--- src/rtl/mac_feeder.sv ---
// mac_feeder: operand sequencer in front of the six parallel MAC lanes.
// For each output position of a 5x5 convolution it issues 25 pixel and
// weight read addresses, one tap per cycle. It forwards the returned
// operands to the MACs with enable/clear strobes. It then raises res_valid
// and waits for the post-MAC stage to accept the finished window.
// Layer 00 = conv1 (28x28, one channel broadcast to every lane).
// Layer 01 = conv2 (12x12, one channel per lane).
// Build option: define MAC_FEEDER_PERF_EN to add the perf_stall output.
// perf_stall counts the cycles a finished window waits with res_ready low.
module mac_feeder #(
   parameter int DATA_W  = 16,
   parameter int N_MAC   = 6,
   parameter int KERNEL  = 5,
   parameter int C1_IN_W = 28,
   parameter int C2_IN_W = 12
) (
   input  logic                      clk,
   input  logic                      reset_n,
   input  logic                      start,
   input  logic [1:0]                layer,
   output logic                      busy,
   output logic                      done,
   output logic [9:0]                pix_addr,
   input  logic [N_MAC*DATA_W-1:0]   pix_rdata,
   output logic [4:0]                wgt_addr,
   input  logic [N_MAC*DATA_W-1:0]   wgt_rdata,
   output logic [N_MAC*DATA_W-1:0]   mac_a,
   output logic [N_MAC*DATA_W-1:0]   mac_w,
   output logic                      mac_en,
   output logic                      mac_clr,
   output logic                      res_valid,
   input  logic                      res_ready,
   output logic [4:0]                out_row,
   output logic [4:0]                out_col
`ifdef MAC_FEEDER_PERF_EN
   ,
   output logic [15:0]               perf_stall
`endif
);

   // Kernel geometry as narrow constants so every compare has matching widths.
   localparam logic [4:0] LP_LAST_TAP = 5'(KERNEL * KERNEL - 1);
   localparam logic [2:0] LP_LAST_K   = 3'(KERNEL - 1);
   localparam logic [4:0] LP_KERNEL   = 5'(KERNEL);
   localparam logic [4:0] LP_C1_W     = 5'(C1_IN_W);
   localparam logic [4:0] LP_C2_W     = 5'(C2_IN_W);

   typedef enum logic [2:0] {
      ST_IDLE,
      ST_ISSUE,
      ST_DRAIN,
      ST_RESULT,
      ST_FINISH
   } state_t;

   // Sequencer state: current window position and tap inside the window.
   state_t     r_state;
   logic [4:0] r_tap;
   logic [2:0] r_kr;
   logic [2:0] r_kc;
   logic [4:0] r_row;
   logic [4:0] r_col;
   logic [4:0] r_in_w;
   logic       r_conv2;

   // Registered address and strobe outputs.
   logic [9:0] r_pix_addr;
   logic [4:0] r_wgt_addr;
   logic       r_mac_en;
   logic       r_mac_clr;

   // Next-state values produced by the combinational FSM process.
   state_t     w_state_next;
   logic [4:0] w_tap_next;
   logic [2:0] w_kr_next;
   logic [2:0] w_kc_next;
   logic [4:0] w_row_next;
   logic [4:0] w_col_next;
   logic [4:0] w_in_w_next;
   logic       w_conv2_next;

   // Last valid window origin: in_w - KERNEL (23 for conv1, 7 for conv2).
   logic [4:0] w_last_pos;
   logic       w_last_window;
   logic       w_issuing;
   logic       w_start_ok;

   // Address of the tap that will be issued in the next cycle.
   logic [9:0] w_addr_row;
   logic [9:0] w_addr_next;

   assign w_last_pos    = r_in_w - LP_KERNEL;
   assign w_last_window = (r_row == w_last_pos) && (r_col == w_last_pos);
   assign w_issuing     = (r_state == ST_ISSUE);
   assign w_start_ok    = (r_state == ST_IDLE) && start;

   // Next-state, window-walk and tap-walk logic.
   always_comb begin
      w_state_next = r_state;
      w_tap_next   = r_tap;
      w_kr_next    = r_kr;
      w_kc_next    = r_kc;
      w_row_next   = r_row;
      w_col_next   = r_col;
      w_in_w_next  = r_in_w;
      w_conv2_next = r_conv2;
      case (r_state)
         ST_IDLE: begin
            if (start) begin
               if (!layer[1]) begin
                  w_in_w_next  = layer[0] ? LP_C2_W : LP_C1_W;
                  w_conv2_next = layer[0];
                  w_row_next   = 5'd0;
                  w_col_next   = 5'd0;
                  w_tap_next   = 5'd0;
                  w_kr_next    = 3'd0;
                  w_kc_next    = 3'd0;
                  w_state_next = ST_ISSUE;
               end else begin
                  // Unsupported layer code: report completion without work.
                  w_state_next = ST_FINISH;
               end
            end
         end
         ST_ISSUE: begin
            if (r_tap == LP_LAST_TAP) begin
               w_state_next = ST_DRAIN;
            end else begin
               w_tap_next = r_tap + 5'd1;
               if (r_kc == LP_LAST_K) begin
                  w_kc_next = 3'd0;
                  w_kr_next = r_kr + 3'd1;
               end else begin
                  w_kc_next = r_kc + 3'd1;
               end
            end
         end
         ST_DRAIN: begin
            w_state_next = ST_RESULT;
         end
         ST_RESULT: begin
            if (res_ready) begin
               if (w_last_window) begin
                  w_state_next = ST_FINISH;
               end else begin
                  // Column advances fastest; wrap to the next row at the edge.
                  if (r_col == w_last_pos) begin
                     w_col_next = 5'd0;
                     w_row_next = r_row + 5'd1;
                  end else begin
                     w_col_next = r_col + 5'd1;
                  end
                  w_tap_next   = 5'd0;
                  w_kr_next    = 3'd0;
                  w_kc_next    = 3'd0;
                  w_state_next = ST_ISSUE;
               end
            end
         end
         ST_FINISH: begin
            w_state_next = ST_IDLE;
         end
         default: begin
            w_state_next = ST_IDLE;
         end
      endcase
   end

   // Pixel address of the next tap: (row + kr) * in_w + col + kc.
   // This is unsigned, and the worst case of 783 still fits in 10 bits.
   assign w_addr_row  = 10'(w_row_next) + 10'(w_kr_next);
   assign w_addr_next = (w_addr_row * 10'(w_in_w_next)) + 10'(w_col_next) + 10'(w_kc_next);

   // FSM state register plus window and tap counters.
   always_ff @(posedge clk or negedge reset_n) begin
      if (!reset_n) begin
         r_state <= ST_IDLE;
         r_tap   <= 5'd0;
         r_kr    <= 3'd0;
         r_kc    <= 3'd0;
         r_row   <= 5'd0;
         r_col   <= 5'd0;
         r_in_w  <= LP_C1_W;
         r_conv2 <= 1'b0;
      end else begin
         r_state <= w_state_next;
         r_tap   <= w_tap_next;
         r_kr    <= w_kr_next;
         r_kc    <= w_kc_next;
         r_row   <= w_row_next;
         r_col   <= w_col_next;
         r_in_w  <= w_in_w_next;
         r_conv2 <= w_conv2_next;
      end
   end

   // Read addresses load only when the next cycle issues a tap.
   // They hold their value at all other times, so the memories see no
   // address change while a result waits.
   always_ff @(posedge clk or negedge reset_n) begin
      if (!reset_n) begin
         r_pix_addr <= 10'd0;
         r_wgt_addr <= 5'd0;
      end else if (w_state_next == ST_ISSUE) begin
         r_pix_addr <= w_addr_next;
         r_wgt_addr <= w_tap_next;
      end
   end

   // MAC strobes trail the issue by one cycle, matching the memory read latency.
   always_ff @(posedge clk or negedge reset_n) begin
      if (!reset_n) begin
         r_mac_en  <= 1'b0;
         r_mac_clr <= 1'b0;
      end else begin
         r_mac_en  <= w_issuing;
         r_mac_clr <= w_issuing && (r_tap == 5'd0);
      end
   end

   // Per-lane operand steering. conv1 broadcasts channel 0 to every lane.
   // conv2 feeds each lane its own channel. Operands read zero when the
   // MACs are idle.
   genvar gi;
   generate
      for (gi = 0; gi < N_MAC; gi++) begin : g_lane
         logic [DATA_W-1:0] w_a_sel;
         assign w_a_sel = r_conv2 ? pix_rdata[gi*DATA_W +: DATA_W]
                                  : pix_rdata[DATA_W-1:0];
         assign mac_a[gi*DATA_W +: DATA_W] = r_mac_en ? w_a_sel : '0;
         assign mac_w[gi*DATA_W +: DATA_W] = r_mac_en ? wgt_rdata[gi*DATA_W +: DATA_W] : '0;
      end
   endgenerate

`ifdef MAC_FEEDER_PERF_EN
   logic [15:0] r_perf_stall;

   // Count result-wait cycles for the current layer. The count clears on
   // start and saturates.
   always_ff @(posedge clk or negedge reset_n) begin
      if (!reset_n) begin
         r_perf_stall <= 16'd0;
      end else if (w_start_ok) begin
         r_perf_stall <= 16'd0;
      end else if ((r_state == ST_RESULT) && !res_ready && (r_perf_stall != 16'hFFFF)) begin
         r_perf_stall <= r_perf_stall + 16'd1;
      end
   end

   assign perf_stall = r_perf_stall;
`endif

   assign busy      = (r_state == ST_ISSUE) || (r_state == ST_DRAIN) || (r_state == ST_RESULT);
   assign done      = (r_state == ST_FINISH);
   assign res_valid = (r_state == ST_RESULT);
   assign pix_addr  = r_pix_addr;
   assign wgt_addr  = r_wgt_addr;
   assign mac_en    = r_mac_en;
   assign mac_clr   = r_mac_clr;
   assign out_row   = r_row;
   assign out_col   = r_col;

endmodule

--- config.mk ---
export PLATFORM = sky130hd
export DESIGN_NAME = mac_feeder
export DESIGN_NICKNAME = d
export VERILOG_FILES = /design/src/rtl/mac_feeder.sv
export SDC_FILE = /design/constraint.sdc
export NUM_CORES = 1
export LEC_CHECK = 0
export ABC_AREA = 0
export BUFFER_PORTS_ARGS = -buffer_cell sky130_fd_sc_hd__buf_2
export CORE_AREA = 5 5 159 161
export CTS_BUF_LIST = sky130_fd_sc_hd__clkbuf_4 sky130_fd_sc_hd__clkbuf_8
export DETAILED_ROUTE_END_ITERATION = 16
export DIE_AREA = 0 0 164 166
export PLACE_DENSITY = 0.6
export RECOVER_POWER = 100
export SLEW_MARGIN = 10
export SYNTH_ARGS = -nofsm -noshare
export SYNTH_HDL_FRONTEND = slang
export SYNTH_SLANG_ARGS = --single-unit
--- constraint.sdc ---
create_clock -name clk -period 6.2 [get_ports clk]
set_input_delay 0.93 -clock clk [delete_from_list [all_inputs] [get_ports clk]]
set_output_delay 0.93 -clock clk [all_outputs]
set_load 0.02 [all_outputs]
== Word level (Yosys, flattened, before mapping) ==
Cells that the tools add are included.

* Output and inout port bits: 222
* Logic and storage cells: 98
* Flip-flop bits (word level): 47
* Bits of input ports: 198

* Multipliers: 1
* Bitwise logic cells: 1
* $add $sub $neg: 9
* Muxes and demuxes: 59
* Eq/ne operators: 9
* Reductions and logical operators: 7

{| class="wikitable"
|+ Operators by type and width
! cell !! number
|-
| $mux W16 || 17
|-
| $mux W5 || 19
|-
| $mux W3 || 17
|-
| $pmux W5 S2 || 2
|-
| $pmux W3 S3 || 2
|-
| $add A5 B1 Y5 const B || 3
|-
| $pmux W5 S3 || 1
|-
| $pmux W3 S4 || 1
|-
| $add A10 B3 Y10 || 1
|-
| $add A10 B5 Y10 || 1
|-
| $eq A5 B5 Y1 || 2
|-
| $mul A6 B5 Y10 || 1
|-
| $add A3 B1 Y3 const B || 2
|-
| $add A5 B3 Y6 || 1
|-
| $eq A3 B1 Y1 const B || 2
|-
| $eq A3 B2 Y1 const B || 2
|-
| $eq A3 B3 Y1 const B || 2
|-
| $eq A5 B5 Y1 const B || 1
|-
| $logic_not A5 Y1 || 1
|-
| $sub A5 B3 Y5 const B || 1
|-
| $logic_not A3 Y1 || 1
|-
| $reduce_and A3 Y1 || 1
|-
| $logic_and A1 B1 Y1 || 2
|-
| $logic_or A1 B1 Y1 || 2
|-
| $not A1 Y1 || 1
|}

== Depth between registers and ports, before layout ==
Gate-level depths: netlist (run 1).

* Depth after elaboration: 10
* Gate-level depth with buffers: 32
* Depth with buffers taken out: 31

== Worst setup path after synthesis (run 1) ==
Ideal clock, no wire load.

* Path type: register -> register
* From: register r_in_w[0]
* To: register r_pix_addr[9] (netlist: pix_addr[9])
* Stages on the path, launching flop included: 30
* Slack: -458 ps
* Period minus slack after synthesis: 6658 ps
* Setup time: 92 ps
* Data arrival time: 6566 ps
* Path buffers: 1
* Data required time: 6108 ps
* Path through: dfrtp_1 > inv_1 > ha_1 > nor2b_1 > or3_1 > and4_4 > nand4_1 > a31oi_1 > or2_1 > buf_2 > o21bai_1 > a32o_1 > ha_1 > a21o_1 > a21oi_1 > xor2_2 > nand2b_1 > fa_1 > fa_1 > inv_1 > fa_1 > ha_1 > ha_1 > o21ai_0 > a21oi_1 > o21ai_0 > a21oi_1 > xnor2_1 > and4_1 > o31ai_2

* Cells in the longest elaborated chain, start to end: 10
* Elaborated cells on any way between the ends: 29
* Classes of those cells: add/sub: 4; mul: 1; eq/ne: 3; mux: 20; reduce/logical: 1

{| class="wikitable"
|+ Ends and longest elaborated chain
! what !! line !! RTL
|-
| start, declared || 63 || <nowiki>logic [4:0] r_in_w;</nowiki>
|-
| start signal, assigned || 192 || <nowiki>r_in_w <= w_in_w_next;</nowiki>
|-
| $sub A5 B3 Y5 * || 92 || <nowiki>assign w_last_pos = r_in_w - LP_KERNEL;</nowiki>
|-
| $eq A5 B5 Y1 || 93 || <nowiki>assign w_last_window = (r_row == w_last_pos) && (r_col == w_last_pos);</nowiki>
|-
| $logic_and A1 B1 Y1 * || 93 ||
|-
| $mux W3 * || 143 || <nowiki>if (w_last_window) begin</nowiki>
|-
| $mux W3 * || 142 || <nowiki>if (res_ready) begin</nowiki>
|-
| $pmux W3 S3 * || 107 || <nowiki>case (r_state)</nowiki>
|-
| via w_kr_next[1] || 75 || <nowiki>logic [2:0] w_kr_next;</nowiki>
|-
| $add A5 B3 Y6 * || 171 || <nowiki>assign w_addr_row = 10'(w_row_next) + 10'(w_kr_next);</nowiki>
|-
| $mul A6 B5 Y10 * || 172 || <nowiki>assign w_addr_next = (w_addr_row * 10'(w_in_w_next)) + 10'(w_col_next) + 10'(w_kc_next);</nowiki>
|-
| $add A10 B5 Y10 * || 172 ||
|-
| $add A10 B3 Y10 * || 172 ||
|-
| end signal, assigned || 205 || <nowiki>r_pix_addr <= w_addr_next;</nowiki>
|-
| end, declared || 67 || <nowiki>logic [9:0] r_pix_addr;</nowiki>
|}

The timed path passes the listed nets; every way through them passes the cells marked *.
A chain may end at the register's enable or synchronous reset.

== Worst setup path after layout (run 1) ==
Same ends and word-level chain as after synthesis.

==> results.py, run 1 <==
metrics = {
    "run_status": {
        "status": "finished, violations left",
        "failing_checks": "max-capacitance violations, max-slew violations, negative setup slack",
    },
    "global_routing": {
        "grtUsageMet3_pct": 9.357,
        "grt_util_met1_pct": 22.84,
        "overflow": 0,
        "grt_start_max_net_pins": 98,
        "globalRoute.busiestLayer": "met2",
        "grt_antenna_before_repair": 25,
        "grt_first_pass_wirelength_mm": 41.71,
        "groute.usage.overall_pct": 19.99,
        "grt_use_met2_pct": 33.63,
        "first_global_vias": 6725,
    },
    "synth": {
        "post_synth_and_or_nand_nor_area_fraction_pct": 30.88,
        "syn_inst": 705,
        "yosys_warnings": 0,
        "synth_compound_area_share_pct": 20.66,
        "synth-edff-count": 0,
        "post_synth_instance_area_sq_mm": 0.005530,
        "synth_cell_type_count": 57,
        "synth.yosys.seq_area_share_pct": 21.33,
        "xor_xnor_share_of_the_synthesized_area_pct": 4.525,
        "synth_top_family_by_area": "simple AND/OR/NAND/NOR gates",
        "post_synth.cell_area_avg_sq_um": 7.844,
        "synth_seq_cells": 47,
        "ys_dominant_reg_cell": "sky130_fd_sc_hd__dfrtp_1",
        "synth_nets": 960,
        "async_reset_ff_share_pct": 100.0,
        "synth.mux.area_fraction_pct": 1.787,
        "yosys.area_share.adder_pct": 15.34,
    },
    "timing": {
        "rsz0062_at_grt": "yes",
        "worst_slew_pin_slew_ns": 2.698,
        "post-route-period-util_pct": 102.0,
        "final.setup.worst_slack_ns": -0.1263,
        "report.final.setup_viol": 2,
        "fmaxAchievable_mhz": 158.1,
        "tns_ns": -0.1275,
        "finalMaxSlewViolations": 48,
        "slew-limit-headroom_pct": -79.85,
        "timing.clock.skew_ns": 0.01336,
        "finalWorstPathRequiredPeriod_ns": 6.326,
        "hold_violations": 0,
    },
    "worst_setup_path": {
        "worst_r2r_startpoint": "r_in_w[0]$_DFF_PN0_",
        "critical_path.startpoint": "r_in_w[0]$_DFF_PN0_",
        "worst_setup_path_end_kind": "flip-flop",
        "worstSetupStartpointType": "flip-flop",
        "worst-endpoint-arrival_ns": 6.54,
        "kind_of_cell_adding_the_most_delay_to_the_critical_path": "adder cells",
        "timing.critical_path.slowest_stage_cell": "sky130_fd_sc_hd__fa_1",
        "critical_path.n_buffers_inverters": 3,
        "cpPeakStageDelay_ns": 0.56,
        "cp.required_ns": 6.41,
        "crit_type": "flip-flop to flip-flop",
        "path_max_fanout": 3,
    },
    "drt": {
        "drt-initial-drc-count": 395,
        "post-route-drc-count": 0,
        "drt_pass1_iterations": 5,
        "detail_route.vias_per_cell": 4.529,
        "postRouteWirelength_mm": 29.17,
        "detail-route-antenna-nets": 0,
        "avgRoutedWirePerCell_microns": 19.67,
        "via_count": 6716,
    },
    "floorplanning": {
        "i_o_pin_count": 420,
        "die_x_microns": 164,
        "coreArea_sq_mm": 0.02382,
        "die_area_sq_mm": 0.02722,
        "core.rowCount": 57,
        "initial_utilization_pct": 23.22,
        "die-height_microns": 166,
    },
    "power": {
        "pwr-share-clk_pct": 9.2,
        "p_total_uw": 2684,
        "p_switching_uw": 1499,
        "power.share.combinational_pct": 71.8,
        "cellInternalPower_uw": 1185,
        "total_leakage_power_uw": 0.004795,
        "cellPowerDensity_mw_per_mm2": 308.1,
        "share_seq_of_total_power_pct": 19.0,
        "switching_share_pct": 55.84,
        "peakVddDrop_mv": 0.1345,
    },
    "cts": {
        "clk_root_buffer_cell": "sky130_fd_sc_hd__clkbuf_8",
        "clockBufferDepth": 2,
        "clk_latency_ns": 0.32,
        "cts_htree_levels": 2,
        "clk_transition_reported_paths_ns": 0.11,
        "clock-sinks": 47,
        "cts.hold.buffers_added": 0,
        "cts_buffers": 5,
        "cts_tree": "done",
    },
    "layout": {
        "area_growth_pct": 57.56,
        "post_route_cells_drive_above_1_share_pct": 49.30,
        "multi_input_gate_area_sq_mm": 0.004340,
        "finish.net_count": 1396,
        "regArea_sq_mm": 0.001186,
        "finish.instance_area_sq_mm": 0.008713,
        "postLayoutCoreUtil_pct": 36.58,
        "filler_cell_count": 2549,
    },
    "min_path": {
        "hold_path_class": "flip-flop to flip-flop",
        "hold_start": "wgt_addr[2]$_DFFE_PN0N_",
    },
    "placement": {
        "placement.io_buffers": 419,
        "place_congestion": 0.9488,
        "detailedPlacementHpwl_mm": 25.20,
        "placed_inst_area_sq_mm": 0.008329,
    },
    "flow_run": {
        "max-cap-violations": 1,
    },
}
-- path summary, 6_finish.rpt --
path,slack [ns],cells after the start,end
worst min-delay path,0.49,2,wgt_addr[2]$_DFFE_PN0N_
worst max register to register,-0.13,29,pix_addr[9]$_DFFE_PN0N_
worst max-delay path,-0.13,29,pix_addr[9]$_DFFE_PN0N_
min in group asynchronous,1.55,2,pix_addr[9]$_DFFE_PN0N_
worst min register to register,0.49,2,wgt_addr[2]$_DFFE_PN0N_
max in group asynchronous,2.76,2,mac_en$_DFF_PN0_
-- synth_stat cells, types with 7 or more instances --
| library cell | count | share of area (%) |
|---|---|---|
| sky130_fd_sc_hd__a21boi_0 | 80 | 11 |
| sky130_fd_sc_hd__a21oi_1 | 16 | 1.4 |
| sky130_fd_sc_hd__and2_1 | 114 | 13 |
| sky130_fd_sc_hd__clkbuf_1 | 38 | 2.6 |
| sky130_fd_sc_hd__dfrtp_1 | 44 | 20 |
| sky130_fd_sc_hd__fa_1 | 18 | 6.5 |
| sky130_fd_sc_hd__ha_1 | 39 | 8.8 |
| sky130_fd_sc_hd__inv_1 | 35 | 2.4 |
| sky130_fd_sc_hd__mux2_2 | 7 | 1.4 |
| sky130_fd_sc_hd__nand2_1 | 113 | 7.7 |
| sky130_fd_sc_hd__nand2b_1 | 22 | 2.5 |
| sky130_fd_sc_hd__nand4_1 | 7 | 0.79 |
| sky130_fd_sc_hd__nor2_1 | 34 | 2.3 |
| sky130_fd_sc_hd__o21ai_0 | 26 | 2.4 |
| sky130_fd_sc_hd__xnor2_1 | 15 | 2.4 |
| sky130_fd_sc_hd__xor2_1 | 8 | 1.3 |
-- final cells by class --
cell class                 instances  area share [%]
tap                              324           4.652
clock inverter                     3          0.5457
clock buffer                       5          0.7898
timing repair buffer             471           28.59
sequential                        47           13.61
antenna                           17          0.4882
multi-input combinational        581           49.81
inverter                          35           1.508
-- power by group through the flow --
stage	Clock (uW)	Sequential [uW]	Combinational (uW)
after floorplan	0	442	1280
after global placement	0	515	1920
after detailed placement	0	518	1930
after CTS	252	509	1940
after global routing	260	533	2100
final	247	509	1930
-- sequential cells by signal, indices dropped and copies added, names as in the netlist --
name / cells
pix_addr: 10
out_col: 5
out_row: 5
r_in_w: 5
r_tap: 5
wgt_addr: 5
r_kc: 3
r_kr: 3
r_state: 3
mac_clr: 1
mac_en: 1
r_conv2: 1
-- metal layers --
layer  vias up  share of wire, %
li1       3229                 -
met1      3159                38
met2       271                48
met3        47                12
met4        10               2.2
met5         -              0.21
-- stage by stage --
step | setup slack (ns) | hold WS, ns | instances
2_1_floorplan | -0.04608 | 0.4703 | 705
3_3_place_gp | -0.09716 | 0.4600 | 1452
3_5_place_dp | -0.2075 | 0.4701 | 1452
4_1_cts | -0.05873 | 0.4890 | 1464
5_1_grt | -0.4317 | 0.5235 | 1477
6_report | -0.1263 | 0.4882 | 1483
-- worst register-to-register path, delay by kind of cell (launching register included) --
kind                     cells  cell delay (ns)
AO/OA/AOI/OAI                9             1.28
XOR/XNOR                     2             0.34
adder cells (fa/ha/maj)      8             2.70
buffers and inverters        3             0.20
flip-flops                   1             0.44
AND/OR/NAND/NOR              7             1.25
-- cells by family after synthesis --
group	count (synthesis)
buffers and inverters	77
AOI/OAI and AO/OA	159
and+or+nand+nor	330
muxes	9
adders and majority gates	57
DFF	47
xor gates and xnor gates	26
-- cell usage in the layout (no fill, tap or decap), types with 6 or more instances in the layout --
cell type	Yosys	final
sky130_fd_sc_hd__nand2b_1	22	20
sky130_fd_sc_hd__a21oi_1	16	10
sky130_fd_sc_hd__dfrtp_1	44	41
sky130_fd_sc_hd__o21ai_0	26	21
sky130_fd_sc_hd__ha_1	39	28
sky130_fd_sc_hd__a21boi_0	80	80
sky130_fd_sc_hd__and2_1	114	114
sky130_fd_sc_hd__xnor2_1	15	13
sky130_fd_sc_hd__nor2_1	34	29
sky130_fd_sc_hd__buf_2	2	419
sky130_fd_sc_hd__fa_1	18	17
sky130_fd_sc_hd__inv_1	35	30
sky130_fd_sc_hd__nand3_1	6	6
sky130_fd_sc_hd__nand4_1	7	7
sky130_fd_sc_hd__ha_4	0	9
sky130_fd_sc_hd__nand2_1	113	113
sky130_fd_sc_hd__mux2_2	7	6
sky130_fd_sc_hd__diode_2	0	17
sky130_fd_sc_hd__buf_4	1	49
-- repair_timing --
item	4_1_cts	5_1_grt
setup endpoints to repair	3	4
pin swaps	16	16
buffers inserted	4	2
gates resized for setup	12	30
Note: power is estimated with default switching activity, not from simulation.
==> run 2, diff against run 1 <==
CORE_AREA = 5 5 160 162   (was 5 5 159 161)
DIE_AREA = 0 0 165 167   (was 0 0 164 166)
PLACE_DENSITY = 0.57   (was 0.6)
clock period = 6.6 ns   (was 6.2 ns; I/O delays follow)
==> results.py, run 2 (synthesis results as in run 1) <==
metrics = {
    "cts": {
        "cts_tree": "done",
        "clock-sinks": 47,
        "cts.hold.buffers_added": 0,
        "cts_htree_levels": 2,
        "clockBufferDepth": 2,
        "clk_transition_reported_paths_ns": 0.09,
        "clk_root_buffer_cell": "sky130_fd_sc_hd__clkbuf_8",
        "clk_latency_ns": 0.31,
        "cts_buffers": 5,
    },
    "min_path": {
        "min_path_cells": 2,
        "hold_path_class": "flip-flop to flip-flop",
    },
    "timing": {
        "hold_violations": 0,
        "report.final.setup_viol": 0,
        "finalMaxSlewViolations": 48,
        "timing.clock.skew_ns": 0.008576,
        "slew-limit-headroom_pct": -81.82,
        "post-route-period-util_pct": 97.67,
        "finalWorstPathRequiredPeriod_ns": 6.447,
        "rsz0062_at_grt": "yes",
        "worst_slew_pin_slew_ns": 2.727,
        "fmaxAchievable_mhz": 155.1,
    },
    "worst_setup_path": {
        "timing.critical_path.slowest_stage_cell": "sky130_fd_sc_hd__fa_1",
        "worst-endpoint-arrival_ns": 6.67,
        "cp.required_ns": 6.83,
        "reg2reg_depth": 31,
        "crit_type": "flip-flop to flip-flop",
        "cpPeakStageDelay_ns": 0.52,
        "timing.critical_path.mode_cell": "sky130_fd_sc_hd__ha_1",
        "worstSetupStartpointType": "flip-flop",
        "worst_setup_path_end_kind": "flip-flop",
        "path_max_fanout": 6,
    },
    "layout": {
        "post_route_cells_drive_above_1_share_pct": 45.69,
        "layout_commonest_cell": "sky130_fd_sc_hd__buf_2",
        "finish.instance_area_sq_mm": 0.008504,
        "finish.net_count": 1379,
        "largest_register_ff_count": 10,
        "commonest_non_fill_non_tap_cells_in_the_layout": "sky130_fd_sc_hd__buf_2 (401), sky130_fd_sc_hd__and2_1 (114), sky130_fd_sc_hd__nand2_1 (113)",
        "area_growth_pct": 53.78,
    },
    "global_routing": {
        "grt_first_pass_wirelength_mm": 40.45,
        "groute.usage.overall_pct": 19.30,
        "first_global_vias": 6382,
        "grt_start_max_net_pins": 120,
        "overflow": 0,
        "grt_antenna_before_repair": 30,
    },
    "placement": {
        "detailedPlacementHpwl_mm": 24.98,
        "placed_inst_area_sq_mm": 0.008092,
        "placement.io_buffers": 419,
        "place_congestion": 0.9501,
    },
    "power": {
        "p_total_uw": 2521,
        "peakVddDrop_mv": 0.1985,
        "cellPowerDensity_mw_per_mm2": 296.5,
        "total_leakage_power_uw": 0.004621,
    },
    "floorplanning": {
        "die-height_microns": 167,
        "initial_utilization_pct": 23.08,
        "die_x_microns": 165,
        "die_area_sq_mm": 0.02756,
        "i_o_pin_count": 420,
        "core.rowCount": 57,
        "coreArea_sq_mm": 0.02396,
    },
    "drt": {
        "avgRoutedWirePerCell_microns": 19.89,
        "drt-initial-drc-count": 329,
        "detail-route-antenna-nets": 0,
        "postRouteWirelength_mm": 29.11,
        "post-route-drc-count": 0,
        "via_count": 6571,
        "drt_pass1_iterations": 4,
        "detail_route.vias_per_cell": 4.488,
    },
    "run_status": {
        "failing_checks": "max-capacitance violations, max-slew violations",
        "status": "finished, violations left",
    },
    "flow_run": {
        "max-cap-violations": 1,
    },
}
## run 2: cell count changes in the layout (fill, tap and decap cells not counted), moves of 2 or more
cell and change:
sky130_fd_sc_hd__buf_6 -2, sky130_fd_sc_hd__o21ai_1 +2, sky130_fd_sc_hd__buf_4 -16, sky130_fd_sc_hd__ha_4 -3, sky130_fd_sc_hd__clkbuf_1 +19, sky130_fd_sc_hd__diode_2 -2
sky130_fd_sc_hd__ha_1 +4, sky130_fd_sc_hd__buf_2 -18
## run 2: final cells by class
type	instances	area, sq um
multi-input combinational	581	4279
timing repair buffer	454	2330
antenna	15	37.54
tap	324	405.4
sequential	47	1185
fill	2594	15460
clock inverter	3	67.56
clock buffer	5	68.82
inverter	35	131.4
## run 2: power breakdown
group / switching (uW) / leakage [uW] / internal, uW / total [uW]
Clock: 107 / 0.0000645 / 151 / 258
Combinational: 1180 / 0.00393 / 647 / 1830
Sequential: 87.9 / 0.000627 / 344 / 432
Total: 1380 / 0.00462 / 1140 / 2520
## run 2: worst max-delay path, delay by kind of cell, from the launching register on
family | cells | cell delay (ns)
compound gates | 9 | 1.22
xor+xnor | 2 | 0.32
fa+ha+maj | 7 | 2.40
buf+inv | 5 | 0.46
flops | 1 | 0.44
simple gates | 8 | 1.50
## run 2: timing repair
item / CTS / global route
setup endpoints to repair: 1 / 4
setup buffers: 1 / 5
gates resized for setup: 3 / 43
pin swaps: 3 / 34
## run 2: final timing paths
| check | from | slack (ns) | end |
|---|---|---|---|
| max | r_in_w[1]$_DFF_PN0_ | 0.15 | pix_addr[9]$_DFFE_PN0N_ |
| max reg2reg | r_in_w[1]$_DFF_PN0_ | 0.15 | pix_addr[9]$_DFFE_PN0N_ |
| min reg2reg | pix_addr[3]$_DFFE_PN0N_ | 0.49 | pix_addr[3]$_DFFE_PN0N_ |
| max in group asynchronous | reset_n | 3.07 | mac_en$_DFF_PN0_ |
| min | pix_addr[3]$_DFFE_PN0N_ | 0.49 | pix_addr[3]$_DFFE_PN0N_ |
| min in group asynchronous | reset_n | 1.64 | out_row[2]$_DFF_PN0_ |
## run 2: layer usage
layer  share of wire (%)  track usage (%)
met3                  15            12.01
met5                0.51                0
met1                  37            21.38
met4                0.95            2.749
met2                  47            32.10
## run 2: metrics by stage
stage | std cells | util, % | setup WS, ns | hold WS [ns] | setup TNS [ns]
6_report | 1464 | 35.49 | 0.1535 | 0.4896 | 0
5_1_grt | 1460 | 35.45 | -0.1585 | 0.5097 | -0.2004
4_1_cts | 1444 | 34.42 | 0.003336 | 0.4887 | 0
3_5_place_dp | 1435 | 33.77 | -0.1006 | 0.4660 | -0.1006
3_3_place_gp | 1435 | 33.77 | 0.02381 | 0.4618 | 0
2_1_floorplan | 705 | - | 0.01538 | 0.4703 | 0
